### config.mk
export PLATFORM = sky130hd
export DESIGN_NAME = clk_div_multi
export DESIGN_NICKNAME = d
export VERILOG_FILES = /design/src/rtl/clk_div_multi.sv
export SDC_FILE = /design/constraint.sdc
export NUM_CORES = 1
export LEC_CHECK = 0
export CAP_MARGIN = 10
export CORE_MARGIN = 5
export CORE_UTILIZATION = 40
export DETAILED_ROUTE_END_ITERATION = 7
export RECOVER_POWER = 50
export SYNTH_ARGS = -nofsm -noshare
export SYNTH_HDL_FRONTEND = slang
export SYNTH_SLANG_ARGS = --single-unit
### constraint.sdc
create_clock -name clk -period 5.4 [get_ports clk]
set_clock_uncertainty 0.15 [all_clocks]
set_input_delay 1.62 -clock clk [delete_from_list [all_inputs] [get_ports clk]]
set_output_delay 1.62 -clock clk [all_outputs]
set_load 0.01 [all_outputs]
### src/rtl/clk_div_multi.sv
// clk_div_multi: multi-channel programmable clock divider.
// Each channel divides clk by a runtime-loadable divisor D (D=0 behaves as D=1) and drives a
// one-cycle tick plus a near-50% square wave. New divisors are staged in a per-channel shadow
// register and only take effect at a period boundary (or immediately when the channel is idle),
// so a running output never shows a runt pulse. A global sync pulse restarts every channel at
// phase 0 so that channels with related divisors stay phase-aligned.

`timescale 1ns/1ps

// One divider channel: counter, shadow divisor and registered tick / square-wave outputs.
module clk_div_multi_ch #(
    parameter int DIV_W       = 24,
    parameter int DEFAULT_DIV = 50000
) (
    input  logic             clk,
    input  logic             RESETn,
    input  logic             enable,
    input  logic             sync,
    input  logic             load,
    input  logic [DIV_W-1:0] load_div,
    output logic             pending,
    output logic             tick,
    output logic             clk_out
);

    logic [DIV_W-1:0] div;
    logic [DIV_W-1:0] shadow;
    logic [DIV_W-1:0] cnt;
    logic             started;

    logic [DIV_W-1:0] last;
    logic             running;
    logic             wrap;
    logic             apply;
    logic [DIV_W-1:0] div_next;
    logic [DIV_W-1:0] half_next;
    logic [DIV_W-1:0] cnt_next;
    logic             tick_next;
    logic             clk_out_next;
    logic             started_next;
    logic             pending_next;
    logic [DIV_W-1:0] shadow_next;

    // Work out this edge's phase, divisor hand-over and output levels.
    // The square wave is high for the first floor(D_eff/2) phases of a period, but only once the
    // channel has completed its first full period since it was (re)started.
    always_comb begin
        last         = (div == '0) ? '0 : div - DIV_W'(1);
        running      = enable && !sync;
        wrap         = running && (cnt == last);
        apply        = pending && (sync || !enable || wrap);
        div_next     = apply ? shadow : div;
        half_next    = ((div_next == '0) ? DIV_W'(1) : div_next) >> 1;

        cnt_next     = '0;
        tick_next    = 1'b0;
        clk_out_next = 1'b0;
        started_next = 1'b0;

        if (running) begin
            if (wrap) begin
                tick_next    = 1'b1;
                started_next = 1'b1;
                clk_out_next = (half_next != '0);
            end else begin
                cnt_next     = cnt + DIV_W'(1);
                started_next = started;
                clk_out_next = started && (cnt_next < half_next);
            end
        end

        shadow_next  = load ? load_div : shadow;
        pending_next = load ? 1'b1 : (apply ? 1'b0 : pending);
    end

    // Channel state and registered outputs; reset discards any staged divisor.
    always_ff @(posedge clk or negedge RESETn) begin
        if (!RESETn) begin
            div     <= DIV_W'(DEFAULT_DIV);
            shadow  <= '0;
            pending <= 1'b0;
            cnt     <= '0;
            started <= 1'b0;
            tick    <= 1'b0;
            clk_out <= 1'b0;
        end else begin
            div     <= div_next;
            shadow  <= shadow_next;
            pending <= pending_next;
            cnt     <= cnt_next;
            started <= started_next;
            tick    <= tick_next;
            clk_out <= clk_out_next;
        end
    end

endmodule

// Top level: configuration handshake plus NUM_CH independent divider channels.
module clk_div_multi #(
    parameter int NUM_CH      = 4,
    parameter int DIV_W       = 24,
    parameter int DEFAULT_DIV = 50000,
    parameter int CH_W        = (NUM_CH > 1) ? $clog2(NUM_CH) : 1
) (
    input  logic              clk,
    input  logic              RESETn,
    input  logic              cfg_valid,
    output logic              cfg_ready,
    input  logic [CH_W-1:0]   cfg_ch,
    input  logic [DIV_W-1:0]  cfg_div,
    input  logic [NUM_CH-1:0] ch_enable,
    input  logic              sync,
    output logic [NUM_CH-1:0] tick,
    output logic [NUM_CH-1:0] clk_out
);

    logic [NUM_CH-1:0] pending;
    logic [NUM_CH-1:0] accept;
    logic              ch_in_range;

    // Ready unless the addressed channel still holds an unapplied divisor; writes to channels
    // that do not exist are accepted and dropped so a bad address can never stall the master.
    always_comb begin
        ch_in_range = (int'(cfg_ch) < NUM_CH);
        cfg_ready   = ch_in_range ? !pending[cfg_ch] : 1'b1;
        for (int i = 0; i < NUM_CH; i++) begin
            accept[i] = cfg_valid && ch_in_range && !pending[i] && (int'(cfg_ch) == i);
        end
    end

    for (genvar g = 0; g < NUM_CH; g++) begin : g_ch
        clk_div_multi_ch #(
            .DIV_W       (DIV_W),
            .DEFAULT_DIV (DEFAULT_DIV)
        ) u_ch (
            .clk      (clk),
            .RESETn   (RESETn),
            .enable   (ch_enable[g]),
            .sync     (sync),
            .load     (accept[g]),
            .load_div (cfg_div),
            .pending  (pending[g]),
            .tick     (tick[g]),
            .clk_out  (clk_out[g])
        );
    end

endmodule

==> results of run 1 <==
[how the worst min path moves through the flow]
stage | end | slack (ps) | depth (start not counted)
2_1_floorplan | g_ch[3].u_ch.div[0] | 290 | 2
3_5_place_dp | g_ch[0].u_ch.div[0] | 350 | 1
3_3_place_gp | g_ch[0].u_ch.started | 330 | 2
6_report | g_ch[0].u_ch.started | 360 | 2
5_1_grt | g_ch[2].u_ch.shadow[0] | 390 | 1
4_1_cts | g_ch[0].u_ch.div[0] | 360 | 1
[synthesized netlist by cell type, types with 13 or more instances]
| cell type | count | area, um^2 |
|---|---|---|
| mux2i_1 | 52 | 520.5 |
| o31ai_1 | 13 | 97.59 |
| xnor2_1 | 110 | 963.4 |
| or2_2 | 14 | 87.58 |
| clkbuf_1 | 73 | 274.0 |
| nor2_1 | 113 | 424.2 |
| o21ai_0 | 57 | 285.3 |
| mux2_4 | 18 | 270.3 |
| a211oi_1 | 14 | 105.1 |
| mux2_2 | 138 | 1554 |
| xor2_1 | 64 | 560.5 |
| nor3_1 | 51 | 255.2 |
| and3_1 | 26 | 162.7 |
| nand3_1 | 73 | 365.4 |
| ha_1 | 96 | 1201 |
| dfstp_2 | 24 | 630.6 |
| nor2b_1 | 105 | 656.9 |
| nand2_1 | 67 | 251.5 |
| a21oi_1 | 52 | 260.3 |
| dfrtp_1 | 280 | 7007 |
| nand4_1 | 66 | 412.9 |
| inv_1 | 112 | 420.4 |
| a21o_1 | 41 | 307.8 |
| nor4_1 | 66 | 412.9 |
| or3_1 | 33 | 206.5 |
| or4_1 | 29 | 217.7 |
| nand2b_1 | 20 | 125.1 |
[per-layer routing]
layer / global-route usage / wire (um)
met4: 0.07512 / 2377
met1: 0.3209 / 29500
met3: 0.03690 / 3681
met5: 0 / 31
met2: 0.3457 / 28620
[final cells by class]
| cell class | instances | area [um^2] | share of cell area |
|---|---|---|---|
| antenna | 1 | 2.502 | 0.0001011 |
| clock buffer | 50 | 1057 | 0.04270 |
| clock inverter | 18 | 214.0 | 0.008642 |
| inverter | 112 | 422.9 | 0.01708 |
| multi-input combinational | 1540 | 12330 | 0.4981 |
| sequential | 304 | 7639 | 0.3085 |
| tap | 672 | 840.8 | 0.03396 |
| timing repair buffer | 280 | 2251 | 0.09092 |
[cell families (layout without fill, tap and decap cells)]
group | count (synthesis) | in the layout | synth area share
other cells | 0 | 1 | 0
simple gates | 736 | 736 | 0.2064
mux | 220 | 220 | 0.1222
compound gates | 305 | 305 | 0.1052
xor+xnor | 183 | 183 | 0.08483
flops | 304 | 304 | 0.3747
buf+inv | 221 | 460 | 0.04775
fa+ha+maj | 96 | 96 | 0.05892
[sequential cells by signal (all words and copies together), names as in the netlist]
| name | count |
|---|---|
| g_ch.u_ch.div | 96 |
| g_ch.u_ch.clk_out | 4 |
| g_ch.u_ch.shadow | 96 |
| g_ch.u_ch.started | 4 |
| g_ch.u_ch.pending | 4 |
| g_ch.u_ch.tick | 4 |
| g_ch.u_ch.cnt | 96 |
[worst max-delay path: stages (launching register included)]
cell and delay (ps):
dfstp_2 370, or4_4 560, or2_4 270, or4_4 480, and3_4 200, a2111oi_4 320, o2111a_1 230, nand4_1 230
o22ai_4 250, mux2i_2 270, ha_1 280, a21o_1 180, a21o_1 170, a21o_1 160, a21o_1 160, a21o_1 150
a21o_1 160, a21oi_2 110, nor3_1 60, or4_4 430, a2bb2oi_2 150
[through the flow]
stage / setup TNS, ps / total power (uW)
floorplan: 0 / 5554
global placement: -762.7 / 7003
detailed placement: -775.6 / 7070
CTS: -87.21 / 9805
global route: -446.3 / 10530
finish: -14.83 / 9961
[power breakdown]
part | switching (uW) | total, uW | internal (uW)
logic | 2050 | 3980 | 1930
registers | 550 | 3350 | 2800
clock network | 1060 | 2630 | 1570
total | 3660 | 9960 | 6300
[what timing repair did]
action                                  4_1_cts  5_1_grt
resized for setup                            23      100
endpoints found under the setup margin        4        4
buffers inserted                              3       23
pin swaps                                    13       59
==> impl_metrics.csv, run 1 <==
group,metric,value,unit
drt,post-route-drc-count,0,
layout,fill_cells,4710,
yosys,synth_ff_type,"dfrtp_1",
global_routing,grtUsageTotal,0.2238,
drt,postRouteWirelength,64210,um
setup_path,type_of_destination_of_the_critical_path,"flip-flop",
place,placed_area,0.02282,mm^2
flow_run,max-cap-violations,3,
sta,hold_viol_final,0,
drt,vias,16950,
clock_network,ctsLongestPathBuffers,3,
sta,timing.final.setup_violations,1,
place,placed_cells_incl_taps,2883,
yosys,syn-instance-count,2065,
yosys,synth.ff_latch_count,304,
floorplanning,rows,82,
setup_path,crit_path_start,"g_ch[3].u_ch.div[15]",
power_and_ir_drop,max-vdd-ir-drop,233.6,uV
sta,timing_worst_slew_pin_value,2109,ps
global_routing,antenna_found_initial,2,
layout,post_route_cells_drive_above_1_share,0.2604,
sta,slew-limit-headroom,-0.4057,
drt,dr.first_iter.drc_count,1398,
run_status,run_status,"finished, violations left",
floorplanning,die_h,235.7,um
yosys,synth-edff-count,0,
run_status,failed_checks,"max-capacitance violations, max-slew violations, negative setup slack",
floorplanning,horiz_die_dim,235.7,um
setup_path,crit_fanout,4,
clock_network,cts_hold_buffers,0,
yosys,netlist_area,0.02038,mm^2
setup_path,worst_r2r_endpoint,"g_ch[3].u_ch.clk_out",
sta,fin_hold_ws,363.7,ps
yosys,synth_cell_type_count,93,
setup_path,setup.worst_path.end,"g_ch[3].u_ch.clk_out",
sta,final.period_utilization,1.003,
place,place.port_buffers,42,
setup_path,r2r-start,"g_ch[3].u_ch.div[15]",
floorplanning,i_o_pin_cnt,43,
layout,finish.utilization,0.4925,
layout,nNetsFinal,2405,
clock_network,h-tree-depth,2,
place,place.detailed.hpwl,48910,um
floorplanning,floorplan.core_area,0.05027,mm^2
power_and_ir_drop,power.density_cell_area,402.4,mW/mm^2
yosys,synthArstFlopShare,1.000,
setup_path,r2r_setup_slack,-10,ps
drt,avgViaCountPerCell,5.692,
clock_network,clock_latency,570,ps
power_and_ir_drop,cellLeakagePower,0.01062,uW
yosys,syn_nets,2195,
drt,avgRoutedWirePerCell,21.57,um
sta,rsz0062_at_grt,"true",
sta,max_frequency,0.1847,GHz
hold_path,hold_start,"g_ch[0].u_ch.started",
setup_path,r2r_cells,20,
clock_network,cts_tree,"done",
yosys,ys.warnings.count,0,
clock_network,clk_root_buffer_cell,"clkbuf_16",
global_routing,grt_first_pass_wirelength,98970,um
global_routing,grt_start_max_net_pins,96,
drt,drt.antenna.violating_nets,0,
yosys,yosysSeqAreaShare,0.3747,
layout,layout.cells.most_common,"dfrtp_1",
place,placement.setup.worst_slack,-257.0,ps
sta,finalWorstSetupSlack,-14.83,ps
clock_network,cts.sinks,304,
setup_path,critPathArrivalTime,5760,ps
layout,final_design_area_no_fill,0.02476,mm^2
layout,final_cell_mix,"dfrtp_1 (279), buf_4 (223), mux2_2 (137), nor2_1 (112)",
layout,areaGrowthSynthToFinish,21.45,%
sta,timing_max_transition_violations_final,181,
setup_path,critical_path_required,5750,ps
place,gp_routability_congestion,0.9904,
global_routing,grt_remaining_overflow,0,
hold_path,min_path_type,"flip-flop to flip-flop",
layout,final_cells,2977,
floorplanning,design.die.area,0.05558,mm^2
floorplanning,effective_utilization_at_floorplan,0.4055,
clock_network,cts_made_buffers,37,
setup_path,path_class,"flip-flop to flip-flop",
drt,drtPass1Iterations,5,
sta,layout_min_cycle_time,5415,ps
clock_network,worst_setup_hold_path_clk_slew,60,ps
setup_path,critical_path.startpoint_type,"flip-flop",
global_routing,via_count_of_the_first_global_routing_pass,16650,
yosys,avgSynthCellArea,9.871,um^2
(Power assumes the default switching activity.)
==> run 2, diff against run 1 <==
--- a/config.mk
+++ b/config.mk
@@ -9,6 +9,8 @@
 export CORE_MARGIN = 5
 export CORE_UTILIZATION = 40
 export DETAILED_ROUTE_END_ITERATION = 7
+export GPL_TIMING_DRIVEN = 1
+export MAX_ROUTING_LAYER = met4
 export RECOVER_POWER = 50
 export SYNTH_ARGS = -nofsm -noshare
 export SYNTH_HDL_FRONTEND = slang
==> impl_metrics.csv, run 2 (same netlist as run 1, synthesis figures left out) <==
group,metric,value,unit
run_status,run_status,"finished, violations left",
power_and_ir_drop,max-vdd-ir-drop,208.5,uV
setup_path,cp_slowest_cell,"or4_4",
floorplanning,die_h,235.7,um
setup_path,crit_buf_inv,3,
drt,drt.antenna.violating_nets,0,
drt,vias,17030,
global_routing,via_count_of_the_first_global_routing_pass,16880,
drt,avgRoutedWirePerCell,21.35,um
floorplanning,design.die.area,0.05558,mm^2
layout,nNetsFinal,2426,
hold_path,min_path_type,"flip-flop to flip-flop",
place,placement.setup.worst_slack,-310.0,ps
setup_path,r2r_cells,23,
layout,fill_cells,4634,
setup_path,timing.critical_path.mode_cell,"a21o_1",
setup_path,crit_path_cell_trace,"or4_4 > or4_4 > or2_4 > buf_6 > buf_4 > nor2_4 > a21oi_2 > o22ai_2 > nand4_1 > buf_6 > o22ai_4 > mux2i_1 > ha_1 > a21o_1 > a21o_1 > a21o_1 > a21o_1 > a21o_1 > a21o_1 > a21oi_2 > nor3_1 > or4_4 > a2bb2oi_2",
power_and_ir_drop,total_power,9917,uW
setup_path,worst_path_dominant_cell_family,"simple AND/OR/NAND/NOR gates",
sta,hold_viol_final,0,
global_routing,grt_start_max_net_pins,89,
hold_path,whs_endpoint,"g_ch[0].u_ch.shadow[0]",
clock_network,ctsLongestPathBuffers,3,
setup_path,r2r_setup_slack,10,ps
sta,max_frequency,0.1857,GHz
sta,slew-limit-headroom,-0.3587,
drt,post-route-drc-count,0,
layout,layout.cells.most_common,"dfrtp_1",
setup_path,type_of_destination_of_the_critical_path,"flip-flop",
floorplanning,floorplan.core_area,0.05027,mm^2
setup_path,worst_r2r_endpoint,"g_ch[3].u_ch.clk_out",
drt,postRouteWirelength,63960,um
sta,timing.final.setup_violations,0,
drt,dr.first_iter.drc_count,1196,
place,place.detailed.hpwl,49330,um
floorplanning,effective_utilization_at_floorplan,0.4055,
flow_run,max-cap-violations,5,
sta,rsz0062_at_grt,"true",
sta,final.period_utilization,0.9973,
global_routing,grtUsageTotal,0.2309,
clock_network,clock_latency,560,ps
drt,avgViaCountPerCell,5.685,
power_and_ir_drop,power.density_cell_area,398.5,mW/mm^2
clock_network,cts_hold_buffers,0,
layout,top_regs,"g_ch.u_ch.cnt x96, g_ch.u_ch.div x96, g_ch.u_ch.shadow x96",
place,place.port_buffers,42,
setup_path,critical_path.startpoint_type,"flip-flop",
hold_path,hold_start,"g_ch[0].u_ch.shadow[0]",
clock_network,cts_made_buffers,36,
global_routing,antenna_found_initial,1,
sta,layout_min_cycle_time,5386,ps
power_and_ir_drop,cellLeakagePower,0.01071,uW
setup_path,critPathArrivalTime,5720,ps
sta,timing_max_transition_violations_final,313,
place,gp_routability_congestion,0.9904,
layout,antennaDiodeCount,0,
global_routing,grt_remaining_overflow,0,
clock_network,worst_setup_hold_path_clk_slew,60,ps
global_routing,grt_first_pass_wirelength,99710,um
setup_path,r2r-start,"g_ch[3].u_ch.div[15]",
clock_network,h-tree-depth,2,
layout,areaGrowthSynthToFinish,22.07,%
sta,finalWorstSetupSlack,14.39,ps
clock_network,cts_tree,"done",
setup_path,crit_fanout,4,
drt,drtPass1Iterations,5,
sta,timing_worst_slew_pin_value,2038,ps
hold_path,timing.hold.worst_path_depth,1,
clock_network,clk_root_buffer_cell,"clkbuf_16",
setup_path,critical_path_required,5740,ps
floorplanning,rows,82,
run_status,failed_checks,"max-capacitance violations, max-slew violations",
layout,final_cell_mix,"dfrtp_1 (280), buf_4 (241), mux2_2 (137), inv_1 (111), nor2_1 (109)",
setup_path,slowest_delay,560,ps
floorplanning,horiz_die_dim,235.7,um
layout,post_route_cells_drive_above_1_share,0.2655,
clock_network,cts.sinks,304,
floorplanning,i_o_pin_cnt,43,
setup_path,path_class,"flip-flop to flip-flop",
[run 2: cell types whose count changed in the layout (fill, tap and decap cells not counted), moves of 3 or more]
cell     delta
mux2i_1     +4
buf_6       +6
buf_4      +18
nor2_1      -3
o21ai_0     +3
ha_1        +3
mux2i_2     -3
[run 2: worst max-delay path by stage]
stage,cells past startpoint,startpoint,endpoint
final,23,g_ch[3].u_ch.div[15],g_ch[3].u_ch.clk_out
after global routing,21,g_ch[0].u_ch.div[13],g_ch[0].u_ch.clk_out
after CTS,21,g_ch[3].u_ch.div[5],g_ch[3].u_ch.clk_out
after detailed placement,19,g_ch[3].u_ch.div[5],g_ch[3].u_ch.clk_out
after global placement,19,g_ch[3].u_ch.div[6],g_ch[3].u_ch.clk_out
after floorplan,24,g_ch[3].u_ch.div[14],g_ch[3].u_ch.clk_out
[run 2: where the power goes]
| group | switching [uW] | leakage [uW] | internal (uW) |
|---|---|---|---|
| registers | 547 | 0.00382 | 2800 |
| clock network | 1040 | 0.000588 | 1480 |
| logic | 2070 | 0.00630 | 1980 |
| total | 3660 | 0.0107 | 6260 |
[run 2: per-layer routing]
layer	global-route usage	share of wire	wire (um)
met5	-	0	0
met4	0.06158	0.028	1764
met3	0.03034	0.048	3071
met2	0.3581	0.46	29400
met1	0.3216	0.46	29730
[run 2: final cells by class]
type / instances / area (um^2) / area share
flip-flops and latches: 304 / 7637 / 0.3069
clock buffers: 50 / 1056 / 0.04244
inverters: 112 / 420.4 / 0.01689
repair buffers: 302 / 2425 / 0.09745
well taps: 672 / 840.8 / 0.03379
clock inverters: 16 / 168.9 / 0.006788
multi-input cells: 1540 / 12340 / 0.4957
[run 2: timing repair]
item                                    in CTS  in global routing
pin swaps                                   11                 53
cloned                                       0                  1
resized for setup                           29                 90
setup buffers                               10                 27
endpoints found under the setup margin       4                  4
[run 2: stage by stage]
step	hold WS (ps)	utilization	std cells	setup TNS, ps	area [um^2]
floorplan	294.4	-	2065	0	20490
global placement	332.6	0.4550	2892	-787.1	22870
detailed placement	346.0	0.4550	2892	-690.5	22870
CTS	360.6	0.4834	2968	-19.80	24300
global route	366.9	0.4950	2996	-481.3	24880
finish	356.1	0.4950	2996	0	24880
